[src/rtl/regfile_pkg.sv]
// Shared definitions for the register-file port scheduler: default geometry,
// scheduler state encoding and requester identifiers.
package regfile_pkg;

  localparam int AW_DEF = 9;
  localparam int DW_DEF = 64;

  typedef enum logic {
    CLEAR = 1'b0,
    RUN   = 1'b1
  } state_t;

  localparam logic REQ0 = 1'b0;
  localparam logic REQ1 = 1'b1;

endpackage

[src/rtl/regfile_port_sched_if.sv]
// Requester-side bundle of the register-file scheduler: two read request
// channels, the shared read response and the write request channel.
interface regfile_port_sched_if
  import regfile_pkg::*;
#(
  parameter int AW = AW_DEF,
  parameter int DW = DW_DEF
);

  logic          rq0_valid;
  logic [AW-1:0] rq0_addr;
  logic          rq0_ready;
  logic          rq1_valid;
  logic [AW-1:0] rq1_addr;
  logic          rq1_ready;
  logic          rs0_valid;
  logic          rs1_valid;
  logic [DW-1:0] rs_data;
  logic          wr_valid;
  logic [AW-1:0] wr_addr;
  logic [DW-1:0] wr_data;
  logic          wr_ready;

  modport master (
    output rq0_valid, rq0_addr, rq1_valid, rq1_addr, wr_valid, wr_addr, wr_data,
    input  rq0_ready, rq1_ready, rs0_valid, rs1_valid, rs_data, wr_ready
  );

  modport slave (
    input  rq0_valid, rq0_addr, rq1_valid, rq1_addr, wr_valid, wr_addr, wr_data,
    output rq0_ready, rq1_ready, rs0_valid, rs1_valid, rs_data, wr_ready
  );

endinterface

[src/rtl/regfile_port_sched_rr_arb2.sv]
// Two-way round-robin arbiter; on a tie the requester not granted most
// recently wins. The last pointer only moves when a grant is actually issued.
module rr_arb2
  import regfile_pkg::*;
(
  input  logic       clock,
  input  logic       reset,
  input  logic [1:0] req,
  input  logic       advance,
  output logic [1:0] gnt
);

  logic last_reg;

  for (genvar gi = 0; gi < 2; gi++) begin : g_gnt
    localparam logic ID = 1'(gi);
    assign gnt[gi] = req[gi] & (~req[1-gi] | (last_reg != ID));
  end

  always_ff @(posedge clock) begin
    if (reset) begin
      last_reg <= REQ1;
    end else if (advance && (|gnt)) begin
      last_reg <= gnt[1] ? REQ1 : REQ0;
    end
  end

endmodule

[src/rtl/regfile_port_sched.sv]
// Read/write port scheduler for a 512x64 register file. Optional post-reset
// zero sweep is compiled in when REGFILE_CLEAR_EN is defined.
module regfile_port_sched
  import regfile_pkg::*;
#(
  parameter int AW = AW_DEF,
  parameter int DW = DW_DEF
) (
  input  logic                  clock,
  input  logic                  reset,
  regfile_port_sched_if.slave   bus,
  output logic                  busy,
  output logic                  rf_rden,
  output logic [AW-1:0]         rf_rdaddress,
  input  logic [DW-1:0]         rf_q,
  output logic                  rf_wren,
  output logic [AW-1:0]         rf_wraddress,
  output logic [DW-1:0]         rf_data
);

  logic          in_run;
  logic [AW-1:0] clr_addr;

`ifdef REGFILE_CLEAR_EN
  state_t        state_reg;
  logic [AW-1:0] clr_cnt_reg;

  always_ff @(posedge clock) begin
    if (reset) begin
      state_reg   <= CLEAR;
      clr_cnt_reg <= '0;
    end else if (state_reg == CLEAR) begin
      clr_cnt_reg <= clr_cnt_reg + AW'(1);
      if (&clr_cnt_reg) begin
        state_reg <= RUN;
      end
    end
  end

  assign in_run   = (state_reg == RUN);
  assign clr_addr = clr_cnt_reg;
  assign busy     = ~in_run;
`else
  assign in_run   = 1'b1;
  assign clr_addr = '0;
  assign busy     = 1'b0;
`endif

  // No handshake completes while reset is asserted, so every ready reads 0.
  logic       admit;
  logic [1:0] req;
  logic [1:0] gnt;

  assign admit = in_run & ~reset;
  assign req   = {bus.rq1_valid, bus.rq0_valid} & {2{admit}};

  rr_arb2 u_arb (
    .clock   (clock),
    .reset   (reset),
    .req     (req),
    .advance (admit),
    .gnt     (gnt)
  );

  logic [AW-1:0] rdaddr_reg;
  logic [1:0]    rs_valid_reg;

  always_ff @(posedge clock) begin
    if (reset) begin
      rs_valid_reg <= '0;
      rdaddr_reg   <= '0;
    end else begin
      rs_valid_reg <= gnt;
      if (|gnt) begin
        rdaddr_reg <= rf_rdaddress;
      end
    end
  end

  // Holding the last granted address keeps rf_q stable between reads.
  assign rf_rden      = |gnt;
  assign rf_rdaddress = gnt[1] ? bus.rq1_addr :
                        gnt[0] ? bus.rq0_addr : rdaddr_reg;

  assign bus.rq0_ready = gnt[0];
  assign bus.rq1_ready = gnt[1];
  assign bus.rs0_valid = rs_valid_reg[0];
  assign bus.rs1_valid = rs_valid_reg[1];
  assign bus.rs_data   = rf_q;

  assign bus.wr_ready  = admit;
  assign rf_wren       = in_run ? (bus.wr_valid & admit) : 1'b1;
  assign rf_wraddress  = in_run ? bus.wr_addr : clr_addr;
  assign rf_data       = in_run ? bus.wr_data : '0;

endmodule

[src/flat_wrapper.sv]
// flat-port wrapper written by rule: the top's interface ports become plain ports
module regfile_port_sched_flat import regfile_pkg::*;
#(
  parameter int AW = AW_DEF,
  parameter int DW = DW_DEF
)
  (clock, reset, busy, rf_rden, rf_rdaddress, rf_q, rf_wren, rf_wraddress, rf_data, bus_rq0_valid, bus_rq0_addr, bus_rq1_valid, bus_rq1_addr, bus_wr_valid, bus_wr_addr, bus_wr_data, bus_rq0_ready, bus_rq1_ready, bus_rs0_valid, bus_rs1_valid, bus_rs_data, bus_wr_ready);
  regfile_port_sched_if #(.AW(AW), .DW(DW)) bus_i ();
  input  logic clock;
  input  logic reset;
  output logic busy;
  output logic rf_rden;
  output logic [AW-1:0] rf_rdaddress;
  input  logic [DW-1:0] rf_q;
  output logic rf_wren;
  output logic [AW-1:0] rf_wraddress;
  output logic [DW-1:0] rf_data;
  input wire logic [$bits(bus_i.rq0_valid)-1:0] bus_rq0_valid;
  input wire logic [$bits(bus_i.rq0_addr)-1:0] bus_rq0_addr;
  input wire logic [$bits(bus_i.rq1_valid)-1:0] bus_rq1_valid;
  input wire logic [$bits(bus_i.rq1_addr)-1:0] bus_rq1_addr;
  input wire logic [$bits(bus_i.wr_valid)-1:0] bus_wr_valid;
  input wire logic [$bits(bus_i.wr_addr)-1:0] bus_wr_addr;
  input wire logic [$bits(bus_i.wr_data)-1:0] bus_wr_data;
  output wire logic [$bits(bus_i.rq0_ready)-1:0] bus_rq0_ready;
  output wire logic [$bits(bus_i.rq1_ready)-1:0] bus_rq1_ready;
  output wire logic [$bits(bus_i.rs0_valid)-1:0] bus_rs0_valid;
  output wire logic [$bits(bus_i.rs1_valid)-1:0] bus_rs1_valid;
  output wire logic [$bits(bus_i.rs_data)-1:0] bus_rs_data;
  output wire logic [$bits(bus_i.wr_ready)-1:0] bus_wr_ready;
  assign bus_i.rq0_valid = bus_rq0_valid;
  assign bus_i.rq0_addr = bus_rq0_addr;
  assign bus_i.rq1_valid = bus_rq1_valid;
  assign bus_i.rq1_addr = bus_rq1_addr;
  assign bus_i.wr_valid = bus_wr_valid;
  assign bus_i.wr_addr = bus_wr_addr;
  assign bus_i.wr_data = bus_wr_data;
  assign bus_rq0_ready = bus_i.rq0_ready;
  assign bus_rq1_ready = bus_i.rq1_ready;
  assign bus_rs0_valid = bus_i.rs0_valid;
  assign bus_rs1_valid = bus_i.rs1_valid;
  assign bus_rs_data = bus_i.rs_data;
  assign bus_wr_ready = bus_i.wr_ready;
  regfile_port_sched #(.AW(AW), .DW(DW)) u_core (.clock(clock), .reset(reset), .bus(bus_i), .busy(busy), .rf_rden(rf_rden), .rf_rdaddress(rf_rdaddress), .rf_q(rf_q), .rf_wren(rf_wren), .rf_wraddress(rf_wraddress), .rf_data(rf_data));
endmodule
[config.mk]
export PLATFORM = sky130hd
export DESIGN_NAME = regfile_port_sched_flat
export DESIGN_NICKNAME = d
export VERILOG_FILES = /design/src/rtl/regfile_pkg.sv /design/src/rtl/regfile_port_sched_if.sv /design/src/rtl/regfile_port_sched_rr_arb2.sv /design/src/rtl/regfile_port_sched.sv /design/src/flat_wrapper.sv
export SDC_FILE = /design/constraint.sdc
export NUM_CORES = 1
export LEC_CHECK = 0
export CAP_MARGIN = 20
export CELL_PAD_IN_SITES_DETAIL_PLACEMENT = 0
export CELL_PAD_IN_SITES_GLOBAL_PLACEMENT = 1
export CORE_ASPECT_RATIO = 0.8
export CORE_MARGIN = 2
export CORE_UTILIZATION = 11
export CTS_BUF_LIST = sky130_fd_sc_hd__clkbuf_16
export DETAILED_ROUTE_END_ITERATION = 12
export PLACE_DENSITY = 0.89
export SYNTH_ARGS = -nofsm -noshare
export SYNTH_HDL_FRONTEND = slang
export SYNTH_SLANG_ARGS = --single-unit
[constraint.sdc]
create_clock -name clock -period 1.3 [get_ports clock]
set_input_delay 0.26 -clock clock [delete_from_list [all_inputs] [get_ports clock]]
set_output_delay 0.26 -clock clock [all_outputs]
set_load 0.02 [all_outputs]
==> flow_summary.yaml <==
status:
  status: "finished, violations left"
  violations: "negative setup slack"
worst_setup_path:
  startpoint: "u_core.u_arb.last_reg"
  cp_data_required_time_ps: 1040
  worstReg2RegStart: "u_core.u_arb.last_reg"
  worstSetupStartpointType: "flip-flop"
  crit_type: "flip-flop to output port"
  cp_max_fo: 5
  ff2ff_setup_slack_ps: 30
  reg2reg_depth: 6
  arrival_ps: 1440
  endpoint: "rf_rdaddress[5]"
  end_kind: "output port"
  r2r_end: "u_core.rdaddr_reg[2]"
die:
  die_area_mm2: 0.0155
  rows: 39
  initial_core_util: 0.112
  die_x_um: 139
  dieHeight_um: 112
  core_area_mm2: 0.0142
  boundaryPins: 314
placement:
  dp_hpwl_um: 4210
  place_ws_ps: -1170
  placed_area_mm2: 0.00127
  place.gp.congestion: 0.642
  port_buffers: 38
  place_inst: 295
synth:
  synthesis.nets: 364
  netlist_top_cells_area: "buf_4 (65%), dfxtp_1 (15%), a32oi_1 (4.9%)"
  ys_ff_latch: 12
  syn-cell-area_mm2: 0.00160
  synth_top_area_share: 0.654
  yosysWarnings: 0
  synth_cell_types: 21
  netlist_instances: 204
  yosys.area.top_type: "buf_4"
  syn_area_per_cell_um2: 7.82
  synth.yosys.seq_area_share: 0.151
timing:
  rsz0062_at_grt: "true"
  fmax_ghz: 0.590
  finalSetupViolCount: 11
  slew_viol_final: 0
  finalHoldViolCount: 0
  fin_skew_ps: 4.76
  layout_setup_ws_ps: -396
  fin_crit_sh: 1.30
  fin_crit_ps: 1700
  setup_tns_ps: -3110
  hold_ws_ps: 374
final_layout:
  fillers: 1636
  utilization: 0.117
  stdcell_area_mm2: 0.00166
  diodes: 0
  syn2layout_area_growth_pct: 4.08
  largest_reg_flops: 9
  instances_no_fill: 310
  layout-drive-gt1-share: 0.532
  nNetsFinal: 287
drt:
  wirelength_um: 5350
  first_pass_iters: 4
  antenna_left: 0
  vias: 967
  drc: 0
  viasPerCell: 3.12
  initialDrtViolationCount: 20
  post_drt_wl_per_cell_um: 17.2
hold_path:
  holdCritPathClass: "input port to flip-flop"
power_and_ir_drop:
  power_leakage_nw: 0.602
  total_power_mw: 1.53
  ir_drop_mv: 0.317
  p_per_area_mw_per_mm2: 922
clocking:
  cts_root_buffer: "clkbuf_16"
  clkTransAtPathRegs_ps: 50
  clock-sinks: 12
  cts_tree: "yes"
  htree_num_levels: 1
  clk_latency_ps: 240
  numCtsBuffers: 3
  clk_path_buf_depth: 2
  ctsHoldBuffers: 0
global_routing:
  antenna_found_initial: 0
  overflow: 0
  grt_max_degree: 21
  grt_pass1_wl_um: 7200
  gr-usage-all-layers: 0.0646
  grt_pass1_vias: 1067
flow_run:
  drv_cap: 0
where the power goes:
part	internal (mW)	switching, mW	leakage (nW)
sequential	0.399	0.00947	0.0995
clock	0.407	0.179	0.0385
combinational	0.290	0.246	0.464
cell families after synthesis:
kind of cell | Yosys count | synth area share
other cells | 1 | 0.00235
compound gates | 29 | 0.120
buf+inv | 145 | 0.675
flops | 12 | 0.151
simple gates | 17 | 0.0525
layer usage:
metal  GRT usage  part of all wire  vias to the layer above
met4      0.0485             0.059                        2
met5      0.0155            0.0060                        -
met1      0.0612              0.33                      421
li1            -                 -                      363
met2      0.0871              0.41                      139
met3      0.0581              0.20                       42
placed cells by master, fill, tap and decap left out, drive strengths merged:
cell,instances
clkdlybuf4s50,19
dlygate4sd2,2
o21bai,1
nand2,9
o21ai,9
buf,39
and3,2
clkbuf,3
nand2b,1
a21boi,1
inv,2
nand3,1
clkinv,1
and2,2
a21oi,9
nor2b,1
dfxtp,12
or2b,1
a32oi,9
conb,1
clkdlybuf4s15,1
layout make-up:
cell class                      count  area, um^2  area share
Clock buffer                        3        75.1      0.0452
Clock inverter                      1        3.75     0.00226
Inverter                            2        7.51     0.00452
Multi-Input combinational cell     47         472       0.284
Sequential cell                    12         241       0.145
Tap cell                          184         230       0.139
Timing Repair Buffer               61         631       0.380
synth_stat cells:
cell type  count
clkbuf_1       1
and2_1         2
clkbuf_2       1
nand2_1        9
buf_6          1
o21bai_2       1
conb_1         1
and3_1         2
nand3_1        1
o21ai_1        8
inv_1          2
a21oi_1        9
o21ai_0        1
dfxtp_1       12
buf_2          1
a21boi_2       1
nor2b_1        1
or2b_1         1
nand2b_1       1
buf_4        139
a32oi_1        9
critical path, cell delays in order, from the launching register on:
cell and delay (ps):
dfxtp_2 340, nand2b_4 170, buf_6 140, buf_6 120
a32oi_4 190, o21ai_2 100, buf_12 140
how the worst min path moves through the flow:
stage	startpoint	endpoint	slack [ps]	depth (start not counted)
3_5_place_dp	u_core.rdaddr_reg[4]	u_core.rdaddr_reg[4]	460	2
2_1_floorplan	u_core.rdaddr_reg[4]	u_core.rdaddr_reg[4]	440	2
5_1_grt	reset	u_core.rdaddr_reg[8]	400	3
6_report	reset	u_core.rdaddr_reg[4]	370	3
4_1_cts	reset	u_core.rdaddr_reg[8]	420	3
3_3_place_gp	u_core.rdaddr_reg[4]	u_core.rdaddr_reg[4]	450	2
repair_timing:
action	CTS	global route
resized for setup	111	7
endpoints found under the setup margin	28	17
gates cloned	0	0
setup buffers	10	2
pin swaps	11	3
(Power assumes the default switching activity.)
